[config.mk]
export PLATFORM = sky130hd
export DESIGN_NAME = next_pc_resolver
export DESIGN_NICKNAME = d
export VERILOG_FILES = /design/src/rtl/next_pc_resolver.sv
export SDC_FILE = /design/constraint.sdc
export NUM_CORES = 1
export LEC_CHECK = 0
export ABC_AREA = 1
export BUFFER_PORTS_ARGS = -buffer_cell sky130_fd_sc_hd__buf_2
export CAP_MARGIN = 10
export CORE_ASPECT_RATIO = 1.5
export CORE_MARGIN = 2
export CORE_UTILIZATION = 30
export CTS_CLUSTER_SIZE = 12
export DETAILED_ROUTE_END_ITERATION = 8
export GPL_TIMING_DRIVEN = 0
export MAX_ROUTING_LAYER = met4
export PLACE_DENSITY = 0.49
export SETUP_SLACK_MARGIN = 0.15
export SLEW_MARGIN = 10
export SYNTH_ARGS = -nofsm -noshare
export SYNTH_HDL_FRONTEND = slang
export SYNTH_SLANG_ARGS = --single-unit
[constraint.sdc]
create_clock -name clk -period 1.9 [get_ports clk]
set_clock_uncertainty 0.1 [all_clocks]
set_input_delay 0.57 -clock clk [delete_from_list [all_inputs] [get_ports clk]]
set_output_delay 0.57 -clock clk [all_outputs]
set_load 0.01 [all_outputs]
[src/rtl/next_pc_resolver.sv]
// next_pc_resolver: picks the next fetch PC each cycle from the resolved branch
// outcome, the prediction carried with it, and the live predictor. A mispredict
// redirects fetch and holds flush_pipeline for FLUSH_CYCLES cycles, during which
// no new decisions are taken. Saturating counters track resolved branches and
// mispredicts.
//
// state | meaning
// IDLE  | accepting decisions every cycle
// FLUSH | flush in progress, decision inputs ignored, fcnt counts down to 0
module next_pc_resolver #(
    parameter int XLEN         = 32,
    parameter int INST_BYTES   = 4,
    parameter int FLUSH_CYCLES = 2,
    parameter int CNT_W        = 16
) (
    input  logic             clk,
    input  logic             rst_n,
    input  logic             resolve_valid,
    input  logic             branch_result,
    input  logic             prev_branch_prediction,
    input  logic [XLEN-1:0]  prev_pc,
    input  logic [XLEN-1:0]  pc_add_build_target,
    input  logic             branch_prediction_actual,
    input  logic [XLEN-1:0]  pc_target_prediction_actual,
    input  logic             clear_stats,
    output logic [XLEN-1:0]  pc_new,
    output logic             take_new_pc,
    output logic             flush_pipeline,
    output logic             redirect_busy,
    output logic [CNT_W-1:0] branch_count,
    output logic [CNT_W-1:0] mispredict_count
);

    typedef enum logic {
        IDLE  = 1'b0,
        FLUSH = 1'b1
    } state_t;

    // fcnt is loaded with FLUSH_CYCLES-1 so that the flush window, which
    // includes the redirect cycle itself, is exactly FLUSH_CYCLES long.
    localparam logic [3:0]       FCNT_INIT = 4'(FLUSH_CYCLES - 1);
    localparam logic [XLEN-1:0]  PC_INC    = XLEN'(INST_BYTES);
    localparam logic [CNT_W-1:0] CNT_MAX   = {CNT_W{1'b1}};

    state_t           state_q, state_d;
    logic [3:0]       fcnt_q, fcnt_d;
    logic [XLEN-1:0]  pc_new_q, pc_new_d;
    logic             take_q, take_d;
    logic             flush_q, flush_d;
    logic [CNT_W-1:0] bcnt_q, bcnt_d;
    logic [CNT_W-1:0] mcnt_q, mcnt_d;
    logic             mispredict;

    assign mispredict = resolve_valid & (branch_result != prev_branch_prediction);

    // Next-state, decision and statistics logic.
    always_comb begin
        state_d  = state_q;
        fcnt_d   = fcnt_q;
        pc_new_d = pc_new_q;
        take_d   = 1'b0;
        flush_d  = 1'b0;
        bcnt_d   = bcnt_q;
        mcnt_d   = mcnt_q;

        unique case (state_q)
            IDLE: begin
                if (mispredict) begin
                    pc_new_d = branch_result ? pc_add_build_target : (prev_pc + PC_INC);
                    take_d   = 1'b1;
                    flush_d  = 1'b1;
                    state_d  = FLUSH;
                    fcnt_d   = FCNT_INIT;
                end else if (branch_prediction_actual) begin
                    pc_new_d = pc_target_prediction_actual;
                    take_d   = 1'b1;
                end

                if (resolve_valid && (bcnt_q != CNT_MAX)) begin
                    bcnt_d = bcnt_q + 1'b1;
                end
                if (mispredict && (mcnt_q != CNT_MAX)) begin
                    mcnt_d = mcnt_q + 1'b1;
                end
            end
            FLUSH: begin
                if (fcnt_q == 4'd0) begin
                    state_d = IDLE;
                end else begin
                    fcnt_d  = fcnt_q - 1'b1;
                    flush_d = 1'b1;
                end
            end
            default: begin
                state_d = IDLE;
            end
        endcase

        // Clearing the statistics overrides any increment in the same cycle.
        if (clear_stats) begin
            bcnt_d = '0;
            mcnt_d = '0;
        end
    end

    // State, decision outputs and counters, asynchronously reset.
    always_ff @(posedge clk or negedge rst_n) begin
        if (!rst_n) begin
            state_q  <= IDLE;
            fcnt_q   <= 4'd0;
            pc_new_q <= '0;
            take_q   <= 1'b0;
            flush_q  <= 1'b0;
            bcnt_q   <= '0;
            mcnt_q   <= '0;
        end else begin
            state_q  <= state_d;
            fcnt_q   <= fcnt_d;
            pc_new_q <= pc_new_d;
            take_q   <= take_d;
            flush_q  <= flush_d;
            bcnt_q   <= bcnt_d;
            mcnt_q   <= mcnt_d;
        end
    end

    assign pc_new           = pc_new_q;
    assign take_new_pc      = take_q;
    assign flush_pipeline   = flush_q;
    assign redirect_busy    = (state_q == FLUSH);
    assign branch_count     = bcnt_q;
    assign mispredict_count = mcnt_q;

endmodule

# [Word-level counts from Yosys, hierarchy flattened]
# Cells that the tools add are included.
[op_classes] n_reduce_logical=10 n_mux=18 n_bitwise=2 eq_ne=6 addsub=4
[op_table] cell="16-bit 2-to-1 mux" count=6
[op_table] cell="32-bit 2-to-1 mux" count=3
[op_table] cell="16-bit by 1-bit adder with 16-bit output (second input constant)" count=2
[op_table] cell="32-bit by 3-bit adder with 32-bit output (second input constant)" count=1
[op_table] cell="16-bit != test (second input constant)" count=2
[op_table] cell="4-bit 2-to-1 mux" count=2
[op_table] cell="4-bit case mux with 2 select lines" count=1
[op_table] cell="2-bit AND reduction" count=4
[op_table] cell="2-bit != test (second input constant)" count=3
[op_table] cell="2-bit nonzero test" count=3
[op_table] cell="1-bit 2-to-1 mux" count=5
[op_table] cell="4-bit logical NOT" count=1
[op_table] cell="4-bit by 1-bit subtractor with 4-bit output (second input constant)" count=1
[op_table] cell="1-bit logical AND" count=2
[op_table] cell="1-bit case mux with 2 select lines" count=1
[op_table] cell="1-bit AND" count=1
[op_table] cell="1-bit != test" count=1
[op_table] cell="1-bit inverter" count=1
[totals] in_bits=103 ff_bits=70

# [Depth between registers and ports, before layout]
[logic_depth] depth_word=6 mapped_depth=12 depth_no_buf=11

# [Least setup slack after synthesis]
# OpenSTA, ideal clock, no wires.
[synth_timing] kind="input-to-reg" from="input prev_pc[2]" to="register pc_new_q[28], in the netlist pc_new[28]" required_ns=1.680 arrival_time_ns=1.557 setup_time_ns=0.120 path_buffers=0 path_slack_ns=0.122 path_stages=10 cell_sequence="ha_1 nand2_1 nor2_2 nand2_1 nor2_1 nand2_1 nand2_1 nand3_1 nand2_1 a21oi_1"
[synth_between] elab_chain_len=3
[synth_rtl] item="start: declaration" line="21" text="input logic [XLEN-1:0] prev_pc,"
[synth_rtl] item="32-bit by 3-bit adder with 32-bit output" line="69" text="pc_new_d = branch_result ? pc_add_build_target : (prev_pc + PC_INC);"
[synth_rtl] item="32-bit 2-to-1 mux" line="69"
[synth_rtl] item="32-bit 2-to-1 mux" line="68" text="if (mispredict) begin"
[synth_rtl] item="end signal: assignment" line="119" text="pc_new_q <= pc_new_d;"
[synth_rtl] item="end: declaration" line="47" text="logic [XLEN-1:0] pc_new_q, pc_new_d;"
# Every way passes these cells.
# A chain may end at the register's enable or synchronous reset.

# [Worst setup path in the final report]
[layout_timing] from="register bcnt_q[0], in the netlist branch_count[0]" to="output branch_count[0]"
[layout_lines] item="start: declaration" line="50" text="logic [CNT_W-1:0] bcnt_q, bcnt_d;"
[layout_lines] item="start signal: assignment" line="122" text="bcnt_q <= bcnt_d;"
[layout_lines] item="end: declaration" line="30" text="output logic [CNT_W-1:0] branch_count,"
# No word-level cell between the ends.

==> impl_metrics.tcl <==
set metrics [dict create \
    outcome "finished clean" \
    initialDrtViolationCount 232 \
    clock_path_buffers 2 \
    syn_area_mm2 0.00503 \
    synth_nets 902 \
    gp_congestion 0.961 \
    min_period_ns 1.71 \
    cts_sinks 70 \
    fin_util 0.425 \
    setup_slack_ns 0.186 \
    criticalPathCategory "flop to primary output" \
    regArea_mm2 0.00176 \
    ys_warn_count 0 \
    relSlewSlack 0.605 \
    synth_area_leader_cell "dfrtp_1" \
    drive_gt1_frac 0.304 \
    hold_viol 0 \
    h-tree-depth 3 \
    multi_input_area_mm2 0.00306 \
    grt_pass1_wl_um 29200 \
    ys_seq_area_frac 0.348 \
    synth_top_area_frac 0.348 \
    num_vias 5792 \
    final_cell_mix "nand2_1, buf_2, nor2_1" \
    slew_violations 0 \
    wl_per_cell_um 15.6 \
    cts_root_buffer "clkbuf_16" \
    cts_buffers 9 \
    io_pins 170 \
    core_mm2 0.0166 \
    synth_area_per_cell_um2 6.32 \
    final_common_cell "nand2_1" \
    fin_setup_tns_ns 0 \
    cts_tree "done" \
    first_pass_iters 4 \
    drc 0 \
    antenna_found_initial 0 \
    worstPathArrival_ns 1.04 \
    hold_ws_ns 0.0597 \
    worst_pin_slew_ns 0.592 \
    synthArstFlopShare 1.00 \
    cap_violations 0 \
    synth_edf_count 0 \
    vias_per_cell 4.73 \
    port_buffers 169 \
    hpwl_um 14900 \
    rsz0062_at_grt "yes" \
    overflow 0 \
    die-height_um 163 \
    areaGrowthSynthToFinish_pct 40.6 \
    max_freq_ghz 0.583 \
    critPathMaxFanout 4 \
    synth-seq-cells 70 \
    grt_max_degree 46 \
    dp_worst_setup_slack_ns -0.490 \
    routed_wl_um 19100 \
    clk_latency_ns 0.33 \
    die_w_um 110 \
    setup_viol 0 \
    period_share 0.902 \
    cp_data_required_time_ns 1.23 \
    hold_buffers 0 \
    critPathLaunchType "flop" \
    min_path_type "input pin to async pin" \
    initial_core_util 0.303 \
    diodes 0 \
    setup.worst_path.end_class "primary output" \
    num_rows 58 \
    peakVddDrop_uv 376 \
    ys_types 37 \
    syn-instance-count 795 \
    ys.flop_type "dfrtp_1" \
    cts.clk_slew.worst_paths_ns 0.06 \
    dieArea_mm2 0.0178 \
    grt_pass1_vias 5537 \
    yosys-top-cells-area "dfrtp_1, nand2_1, nor2_1" \
    antenna_left 0 \
    fin_nets 1116 \
    p_leak_nw 3.66 \
    fill_cells 1834 \
    grt_usage 0.222 \
    power_density_mw_per_mm2 936 \
]
through the flow:
step                total power [mW]  instance area [um2]  instances
floorplan                       3.36                 5030        795
global placement                4.34                 6140       1174
detailed placement              4.37                 6170       1175
CTS                             6.55                 6790       1216
global route                    7.04                 7070       1224
finish                          6.61                 7070       1224
cell usage after synthesis (2+ instances only):
cell	number
o21ai_2	3
o21ai_1	3
nor3_1	8
nand2_4	2
buf_2	8
a21oi_1	24
a31oi_1	11
nor2_1	161
dfrtp_1	70
nor3_2	2
inv_1	74
nand2_1	253
nor2_2	2
nand4_1	8
inv_2	3
nand2_2	3
buf_1	2
xor2_1	16
buf_4	3
nand3_1	64
o21ai_0	31
nor2_4	3
ha_1	4
xnor2_1	7
buf_6	2
or2_2	6
clkbuf_1	9
o211ai_1	4
metal layers:
layer	wire length, um	GRT usage
met3	532	0.0232
met4	566	0.0863
met5	0	-
met2	10400	0.401
met1	7560	0.245
kinds of logic (layout without fill, tap and decap cells):
group	Yosys count	after routing	synth area share
buf+inv	102	320	0.0839
fa+ha+maj	4	4	0.00996
compound gates	79	79	0.0886
flops	70	70	0.348
xor+xnor	23	23	0.0401
simple gates	517	518	0.429
final cells by class:
cell class,instances,area share
Multi-Input combinational cell,624,0.433
Sequential cell,70,0.249
Timing Repair Buffer,202,0.166
Inverter,78,0.0432
Tap cell,210,0.0372
Clock buffer,11,0.0343
Buffer,24,0.0234
Clock inverter,5,0.0150
report_power, final:
part / switching [mW] / internal [mW]
logic: 1.43 / 0.995
registers: 0.260 / 1.91
clock network: 0.696 / 1.32
total: 2.38 / 4.23
what timing repair did:
item                                    4_1_cts  5_1_grt
gates cloned                                  1        2
endpoints found under the setup margin       53       59
hold endpoints to repair                      0        0
pin swaps                                     8       14
resized for setup                            23       70
setup buffers                                24        6
flip-flops by register name, summed over array words and instances (netlist names):
name              cells
branch_count         16
flush_pipeline        1
fcnt_q                4
mispredict_count     16
pc_new               32
take_new_pc           1
worst paths after layout:
| check | endpoint | slack [ns] | depth (start not counted) | start |
|---|---|---|---|---|
| setup / recovery | branch_count[0] | 0.19 | 2 | branch_count[0]$_DFFE_PN0P_ |
| setup reg to reg | mispredict_count[2]$_DFFE_PN0P_ | 0.22 | 11 | mispredict_count[1]$_DFFE_PN0P_ |
| min in group clk | pc_new[16]$_DFFE_PN0P_ | 0.38 | 2 | pc_new[16]$_DFFE_PN0P_ |
| hold reg to reg | pc_new[16]$_DFFE_PN0P_ | 0.38 | 2 | pc_new[16]$_DFFE_PN0P_ |
| max in group asynchronous | flush_pipeline$_DFF_PN0_ | 1.05 | 2 | rst_n |
| hold / removal | branch_count[7]$_DFFE_PN0P_ | 0.06 | 1 | rst_n |
critical path: stages, from the launching register on:
cell and delay, ns:
dfrtp_2 0.43, buf_4 0.16, buf_2 0.13
Note: power is estimated with default switching activity, not from simulation.
